File: config.mk
export PLATFORM = sky130hd
export DESIGN_NAME = antirrebote_boton
export DESIGN_NICKNAME = d
export VERILOG_FILES = /design/src/rtl/antirrebote_boton.sv
export SDC_FILE = /design/constraint.sdc
export NUM_CORES = 1
export LEC_CHECK = 0
export CELL_PAD_IN_SITES_DETAIL_PLACEMENT = 0
export CELL_PAD_IN_SITES_GLOBAL_PLACEMENT = 1
export CORE_MARGIN = 5
export CORE_UTILIZATION = 44
export CTS_CLUSTER_DIAMETER = 200
export DETAILED_ROUTE_END_ITERATION = 8
export PLACE_DENSITY_LB_ADDON = 0.1
export SYNTH_ARGS = -nofsm -noshare
export SYNTH_HDL_FRONTEND = slang
export SYNTH_SLANG_ARGS = --single-unit
File: constraint.sdc
create_clock -name reloj -period 2.6 [get_ports reloj]
set_input_delay 0.65 -clock reloj [delete_from_list [all_inputs] [get_ports reloj]]
set_output_delay 0.65 -clock reloj [all_outputs]
set_load 0.03 [all_outputs]
File: src/rtl/antirrebote_boton.sv
// antirrebote_boton: synchroniser, debounce filter and edge detect
// for the maintenance push-button feeding the control FSM.
module antirrebote_boton #(
  parameter int CICLOS_ESTABLE = 16,
  parameter int CICLOS_LARGO   = 200
) (
  input  logic       reloj,
  input  logic       reset_n,
  input  logic       boton_in,
  output logic       boton_presionado,
  output logic       boton_estable,
  output logic       pulsacion_larga,
  output logic [7:0] cuenta_pulsaciones
);

  typedef enum logic [1:0] {
    REPOSO,
    FILTRO_PRESION,
    PRESIONADO,
    FILTRO_LIBERACION
  } estado_t;

  localparam logic [7:0] UMBRAL = 8'(CICLOS_ESTABLE - 1);
  localparam logic [7:0] LARGO  = 8'(CICLOS_LARGO);

  logic       sync1;
  logic       boton_sync;
  estado_t    estado;
  estado_t    estado_sig;
  logic [7:0] contador;
  logic [7:0] contador_sig;
  logic [7:0] contador_largo;
  logic [7:0] largo_sig;
  logic [7:0] largo_inc;
  logic [7:0] cuenta_sig;
  logic       pres_sig;
  logic       estable_sig;
  logic       larga_sig;
  logic       en_pulsacion;

  // two-flop synchroniser for the asynchronous button
  always_ff @(posedge reloj or negedge reset_n) begin
    if (!reset_n) begin
      sync1      <= 1'b0;
      boton_sync <= 1'b0;
    end else begin
      sync1      <= boton_in;
      boton_sync <= sync1;
    end
  end

  assign en_pulsacion = (estado == PRESIONADO) ||
                        (estado == FILTRO_LIBERACION);
  assign largo_inc    = contador_largo + 8'd1;

  // next state, filter counters and registered output values
  always_comb begin
    estado_sig   = estado;
    contador_sig = contador;
    largo_sig    = contador_largo;
    cuenta_sig   = cuenta_pulsaciones;
    pres_sig     = 1'b0;
    estable_sig  = boton_estable;
    larga_sig    = 1'b0;

    // held time keeps running through release bounce, saturating
    if (en_pulsacion && (contador_largo != LARGO)) begin
      largo_sig = largo_inc;
      larga_sig = (largo_inc == LARGO);
    end

    unique case (estado)
      REPOSO: begin
        if (boton_sync) begin
          estado_sig   = FILTRO_PRESION;
          contador_sig = 8'd1;
        end
      end
      FILTRO_PRESION: begin
        if (!boton_sync) begin
          estado_sig = REPOSO;
        end else if (contador == UMBRAL) begin
          estado_sig  = PRESIONADO;
          pres_sig    = 1'b1;
          estable_sig = 1'b1;
          cuenta_sig  = cuenta_pulsaciones + 8'd1;
          largo_sig   = 8'd0;
        end else begin
          contador_sig = contador + 8'd1;
        end
      end
      PRESIONADO: begin
        if (!boton_sync) begin
          estado_sig   = FILTRO_LIBERACION;
          contador_sig = 8'd1;
        end
      end
      FILTRO_LIBERACION: begin
        if (boton_sync) begin
          estado_sig = PRESIONADO;
        end else if (contador == UMBRAL) begin
          estado_sig  = REPOSO;
          estable_sig = 1'b0;
        end else begin
          contador_sig = contador + 8'd1;
        end
      end
      default: estado_sig = REPOSO;
    endcase
  end

  // state, counters and all outputs are registered
  always_ff @(posedge reloj or negedge reset_n) begin
    if (!reset_n) begin
      estado             <= REPOSO;
      contador           <= 8'd0;
      contador_largo     <= 8'd0;
      boton_presionado   <= 1'b0;
      boton_estable      <= 1'b0;
      pulsacion_larga    <= 1'b0;
      cuenta_pulsaciones <= 8'd0;
    end else begin
      estado             <= estado_sig;
      contador           <= contador_sig;
      contador_largo     <= largo_sig;
      boton_presionado   <= pres_sig;
      boton_estable      <= estable_sig;
      pulsacion_larga    <= larga_sig;
      cuenta_pulsaciones <= cuenta_sig;
    end
  end

endmodule

==> impl_metrics.py, run 1 <==
metrics = {
    "drt": {
        "wl_um": 2833,
        "initialDrtViolationCount": 55,
        "drt_first_pass_iters": 4,
        "via_per_inst": 5.171,
        "drc": 0,
        "wl_per_cell_um": 13.49,
        "antenna_left": 0,
        "vias": 1086,
    },
    "logic_synthesis": {
        "synthArstFlopShare_pct": 100.0,
        "yosys.area.top_type": "dfrtp_1",
        "synth_xor_area_share_pct": 9.983,
        "syn-num-nets": 149,
        "yosysWarnings": 0,
        "ys.flop_type": "dfrtp_1",
        "synth_compound_area_share_pct": 5.537,
        "synth_area_leaders": "dfrtp_1, nand2_1, xor2_1, xnor2_1, ha_1",
        "synthTopCellsByCount": "dfrtp_1, nand2_1, nor2_1, xor2_1, xnor2_1",
        "synth_cells": 142,
        "synthDistinctLibCells": 32,
        "synth-edff-count": 0,
        "synthMuxAreaShare_pct": 5.621,
        "yosysSeqAreaShare_pct": 52.01,
        "yosysTopAreaCellShare_pct": 52.01,
        "synth_most_common_cell": "dfrtp_1",
        "synth-adder-area-share_pct": 3.356,
        "ys_ff_latch": 31,
        "avgSynthCellArea_um2": 10.50,
        "synth-simple-area-share_pct": 21.98,
        "synth_top_family_by_area": "simple AND/OR/NAND/NOR gates",
        "synth_area_mm2": 0.001491,
    },
    "finish": {
        "fill_cells": 325,
        "multiInputGateArea_um2": 693.2,
        "regArea_um2": 775.7,
        "layout.nets": 170,
        "n_antenna_cell": 0,
        "layout-drive-gt1-share_pct": 8.537,
        "syn_to_final_growth_pct": 17.95,
        "final_util_pct": 53.14,
    },
    "timing": {
        "fin_skew_ns": 0.009112,
        "period_minus_slack_ns": 2.144,
        "maxSlewHeadroom_pct": 52.26,
        "setup_ws_ns": 0.4564,
        "finalSetupViolCount": 0,
        "period_share_pct": 82.45,
        "rsz0062_at_grt": "false",
        "fmax_ghz": 0.4665,
        "finalSetupTns_ns": 0,
        "worst_pin_slew_ns": 0.7111,
        "hold_violations": 0,
        "report.final.slew_viol_count": 0,
    },
    "placed_design": {
        "gp_congestion": 0.7499,
        "place_ws_ns": 0.6058,
        "post-dp-hpwl_um": 1888,
        "port_buffers": 13,
    },
    "global_routing": {
        "grt_pass1_wl_um": 5257,
        "grt.total_usage_pct": 15.52,
        "antenna_found_initial": 0,
        "grt_max_degree": 32,
        "grt_pass1_vias": 1119,
        "gr-total-overflow": 0,
    },
    "cts": {
        "root_buffer": "clkbuf_4",
        "htreeDepth": 2,
        "clockBufferDepth": 2,
        "holdBufCountCts": 0,
        "cts_tree": "done",
        "ctsResizeCount": 0,
        "worstSkewPairLatency_ns": 0.33,
        "numCtsBuffers": 5,
        "numClockSinks": 31,
        "clk_pin_slew_ns": 0.10,
        "cts_setup_buffers": 0,
    },
    "pwr": {
        "internal_power_mw": 0.7295,
        "p_switching_mw": 0.2782,
        "peakVddDrop_uv": 299.5,
        "combPwrFrac_pct": 12.4,
        "pwr-share-clk_pct": 32.4,
        "p_per_area_mw_per_mm2": 572.8,
        "p_leak_nw": 0.7868,
        "swShare_pct": 27.61,
        "sequentialPowerShare_pct": 55.2,
    },
    "worst_hold_path": {
        "min_path_type": "reg -> reg",
    },
    "die": {
        "ioPinCount": 14,
        "fp.dieW_um": 68.22,
        "core-area_mm2": 0.003311,
        "dieArea_mm2": 0.004654,
        "initial_core_util_pct": 45.05,
        "rows": 21,
        "die_h_um": 68.22,
    },
    "worst_setup_path": {
        "slowest_delay_ns": 0.71,
        "critPathKind": "reg -> out",
        "cpMaxStageDelayCell": "clkdlybuf4s50_1",
        "crit_family": "buffers and inverters",
        "path_max_fanout": 5,
        "critPathBufInv": 1,
        "worstSetupStartpointType": "flop",
        "cp-end-kind": "output pin",
        "cp.required_ns": 1.95,
        "path_cells": "clkdlybuf4s50_1",
        "crit_arrival_ns": 1.49,
    },
    "run": {
        "max_cap_viol_count": 0,
    },
    "outcome": {
        "status": "completed",
    },
}
routing by layer:
layer	track usage [%]	share of wire (%)
met5	0	0
met1	20.98	52
met2	21.78	40
met3	5.255	6.0
met4	8.189	2.2
cells in the final DEF, fill, tap and decap left out, types with 3 or more instances in the layout:
master,Yosys,final
nand4_1,4,4
a21oi_1,3,3
nor3_1,5,5
xor2_1,9,9
inv_1,5,5
nor2_1,13,13
clkbuf_4,0,5
dfrtp_1,31,31
xnor2_1,8,8
ha_1,4,4
nand3_1,7,7
clkdlybuf4s50_1,0,13
mux2i_1,5,5
nand2_1,21,21
and3_1,4,4
mux2_2,3,3
path summary, 6_finish.rpt:
kind,slack (ns),cells past startpoint,endpoint,start
max in group asynchronous,1.61,2,boton_sync$_DFF_PN0_,reset_n
worst max register to register,0.60,3,cuenta_pulsaciones[1]$_DFFE_PN0P_,contador[4]$_DFFE_PN0P_
worst max-delay path,0.46,1,cuenta_pulsaciones[2],cuenta_pulsaciones[2]$_DFFE_PN0P_
min in group asynchronous,0.70,2,contador[0]$_DFFE_PN0P_,reset_n
worst min-delay path,0.36,0,boton_sync$_DFF_PN0_,sync1$_DFF_PN0_
worst min register to register,0.36,0,boton_sync$_DFF_PN0_,sync1$_DFF_PN0_
layout make-up:
cell class,count,area share (%)
sequential,31,44.10
tap,46,3.272
clock buffer,8,3.912
multi-input combinational,105,39.40
timing repair buffer,15,8.250
inverter,5,1.067
through the flow:
stage	instance area [um2]	std cells	total power [mW]	hold slack (ns)
floorplan	1491	142	0.6430	0.3312
global placement	1690	202	0.6836	0.3367
detailed placement	1690	202	0.6874	0.3387
CTS	1759	210	1.016	0.3595
global route	1759	210	1.065	0.3794
finish	1759	210	1.008	0.3577
power by group through the flow:
| stage | Combinational, mW | Clock [mW] | Sequential, mW |
|---|---|---|---|
| final | 0.125 | 0.326 | 0.556 |
| after global routing | 0.145 | 0.358 | 0.562 |
| after CTS | 0.125 | 0.335 | 0.556 |
| after detailed placement | 0.121 | 0 | 0.566 |
| after global placement | 0.120 | 0 | 0.564 |
| after floorplan | 0.0853 | 0 | 0.558 |
cell families (layout without fill, tap and decap cells):
kind of cell | count (synthesis) | after routing
mux | 8 | 8
simple gates | 64 | 64
xor+xnor | 17 | 17
flops | 31 | 31
compound gates | 12 | 12
buf+inv | 6 | 28
fa+ha+maj | 4 | 4
state kept, by name, indices dropped and copies added (netlist names), named ones only:
register            cells
boton_estable           1
boton_presionado        1
boton_sync              1
contador                8
contador_largo          8
cuenta_pulsaciones      8
estado                  1
pulsacion_larga         1
sync1                   1
Note: power is estimated with default switching activity, not from simulation.
==> run 2: changes to the inputs <==
clock period = 2.1 ns   (was 2.6 ns; I/O delays follow)
==> run 2 against run 1 <==
Effect of this change:
- via count grew 2.9%
- total power up 15%
- clock skew increased by 0.0038 ns
- highest routed layer unchanged
- critical path depth unchanged
- largest cell class unchanged
- sequential share of layout area decreased by 0.25 points
- global-route usage shrank 0.51 points
- register-to-register slack got worse by 0.38 ns
- sequential cell count unchanged
==> impl_metrics.py, run 2 (synthesis gave the netlist of run 1 again) <==
metrics = {
    "timing": {
        "hold_violations": 0,
        "rsz0062_at_grt": "false",
        "period_share_pct": 95.36,
        "fin_skew_ns": 0.01286,
        "maxSlewHeadroom_pct": 72.47,
        "report.final.slew_viol_count": 0,
        "worst_pin_slew_ns": 0.4099,
        "fmax_ghz": 0.4994,
        "finalSetupTns_ns": 0,
        "finalSetupViolCount": 0,
        "period_minus_slack_ns": 2.003,
    },
    "finish": {
        "layout-drive-gt1-share_pct": 10.18,
        "reg_top3": "contador: 8 flops, contador_largo: 8 flops, cuenta_pulsaciones: 8 flops",
        "n_antenna_cell": 0,
        "final_common_cell": "dfrtp_1",
        "layout_common_cells": "dfrtp_1, nand2_1, nor2_1, clkdlybuf4s50_1, xor2_1",
        "fill_cells": 319,
        "syn_to_final_growth_pct": 18.62,
        "layout.nets": 175,
    },
    "global_routing": {
        "grt_pass1_wl_um": 5009,
        "grt_max_degree": 32,
        "grt_pass1_vias": 1105,
        "grt.total_usage_pct": 15.01,
        "gr-total-overflow": 0,
        "antenna_found_initial": 0,
    },
    "cts": {
        "cts_tree": "done",
        "clockBufferDepth": 2,
        "holdBufCountCts": 0,
        "numCtsBuffers": 5,
        "worstSkewPairLatency_ns": 0.32,
        "numClockSinks": 31,
        "ctsResizeCount": 0,
        "root_buffer": "clkbuf_4",
        "cts_setup_buffers": 0,
        "htreeDepth": 2,
        "clk_pin_slew_ns": 0.09,
    },
    "worst_setup_path": {
        "cpMaxStageDelayCell": "clkdlybuf4s50_1",
        "crit_family": "buffers and inverters",
        "cp.depth": 1,
        "path_cells": "clkdlybuf4s50_1",
        "critPathKind": "reg -> out",
        "crit_arrival_ns": 1.48,
        "cp.required_ns": 1.57,
        "critPathBufInv": 1,
        "path_max_fanout": 5,
        "cp-end-kind": "output pin",
        "r2r_cells": 3,
        "worstSetupStartpointType": "flop",
        "slowest_delay_ns": 0.71,
    },
    "pwr": {
        "p_per_area_mw_per_mm2": 654.3,
        "p_leak_nw": 0.7965,
        "peakVddDrop_uv": 422.7,
        "total_power_mw": 1.158,
    },
    "placed_design": {
        "post-dp-hpwl_um": 2056,
        "port_buffers": 13,
        "gp_congestion": 0.7762,
    },
    "drt": {
        "antenna_left": 0,
        "drc": 0,
        "wl_um": 2890,
        "drt_first_pass_iters": 5,
        "wl_met2_um": 1259,
        "wl_per_cell_um": 13.57,
        "dr_wl_met3_um": 144,
        "top_layer_used": "met4",
        "via_per_inst": 5.244,
        "initialDrtViolationCount": 47,
        "vias": 1117,
        "met1Wirelength_um": 1427,
    },
    "die": {
        "rows": 21,
        "ioPinCount": 14,
        "dieArea_mm2": 0.004654,
        "die_h_um": 68.22,
        "core-area_mm2": 0.003311,
        "fp.dieW_um": 68.22,
        "initial_core_util_pct": 45.05,
    },
    "run": {
        "max_cap_viol_count": 0,
    },
    "worst_hold_path": {
        "min_path_type": "reg -> reg",
        "min_path_cells": 0,
    },
    "outcome": {
        "status": "completed",
    },
}
-- run 2: changes by cell type in the layout (fill, tap and decap cells not counted) --
cell | before | now
buf_4 | 2 | 7
clkbuf_8 | 2 | 0
-- run 2: routing by layer --
layer,vias to the layer above,track usage (%)
li1,546,-
met1,538,18.40
met2,25,22.38
met3,8,6.897
met4,0,6.948
met5,-,0
-- run 2: metrics by stage --
stage	setup slack, ns	cells	hold WS [ns]	instance area (um2)	utilization (%)
6_report	0.09748	213	0.3541	1769	53.44
5_1_grt	0.01452	213	0.3746	1769	53.44
4_1_cts	0.08258	213	0.3574	1769	53.44
3_5_place_dp	0.2060	207	0.3389	1728	52.19
3_3_place_gp	0.2352	207	0.3358	1728	52.19
2_1_floorplan	0.2419	142	0.2294	1491	-
-- run 2: path summary, 6_finish.rpt --
| path | startpoint | endpoint | slack, ns |
|---|---|---|---|
| setup / recovery | cuenta_pulsaciones[2]$_DFFE_PN0P_ | cuenta_pulsaciones[2] | 0.1 |
| hold / removal | sync1$_DFF_PN0_ | boton_sync$_DFF_PN0_ | 0.35 |
| setup reg to reg | contador[4]$_DFFE_PN0P_ | cuenta_pulsaciones[1]$_DFFE_PN0P_ | 0.22 |
| hold reg to reg | sync1$_DFF_PN0_ | boton_sync$_DFF_PN0_ | 0.35 |
| max in group asynchronous | reset_n | sync1$_DFF_PN0_ | 1.22 |
| min in group asynchronous | reset_n | estado[0]$_DFFE_PN0P_ | 0.59 |
-- run 2: final cells by class --
class	instances	area, um2	share of cell area [%]
Tap cell	46	57.56	3.253
Timing Repair Buffer	20	182.7	10.33
Clock buffer	6	41.29	2.334
Inverter	5	18.77	1.061
Sequential cell	31	775.7	43.85
Multi-Input combinational cell	105	693.2	39.18
-- run 2: report_power, final --
part	total [mW]	internal [mW]	switching (mW)
registers	0.688	0.638	0.0497
logic	0.165	0.0767	0.0884
clock network	0.305	0.119	0.186
total	1.16	0.833	0.324
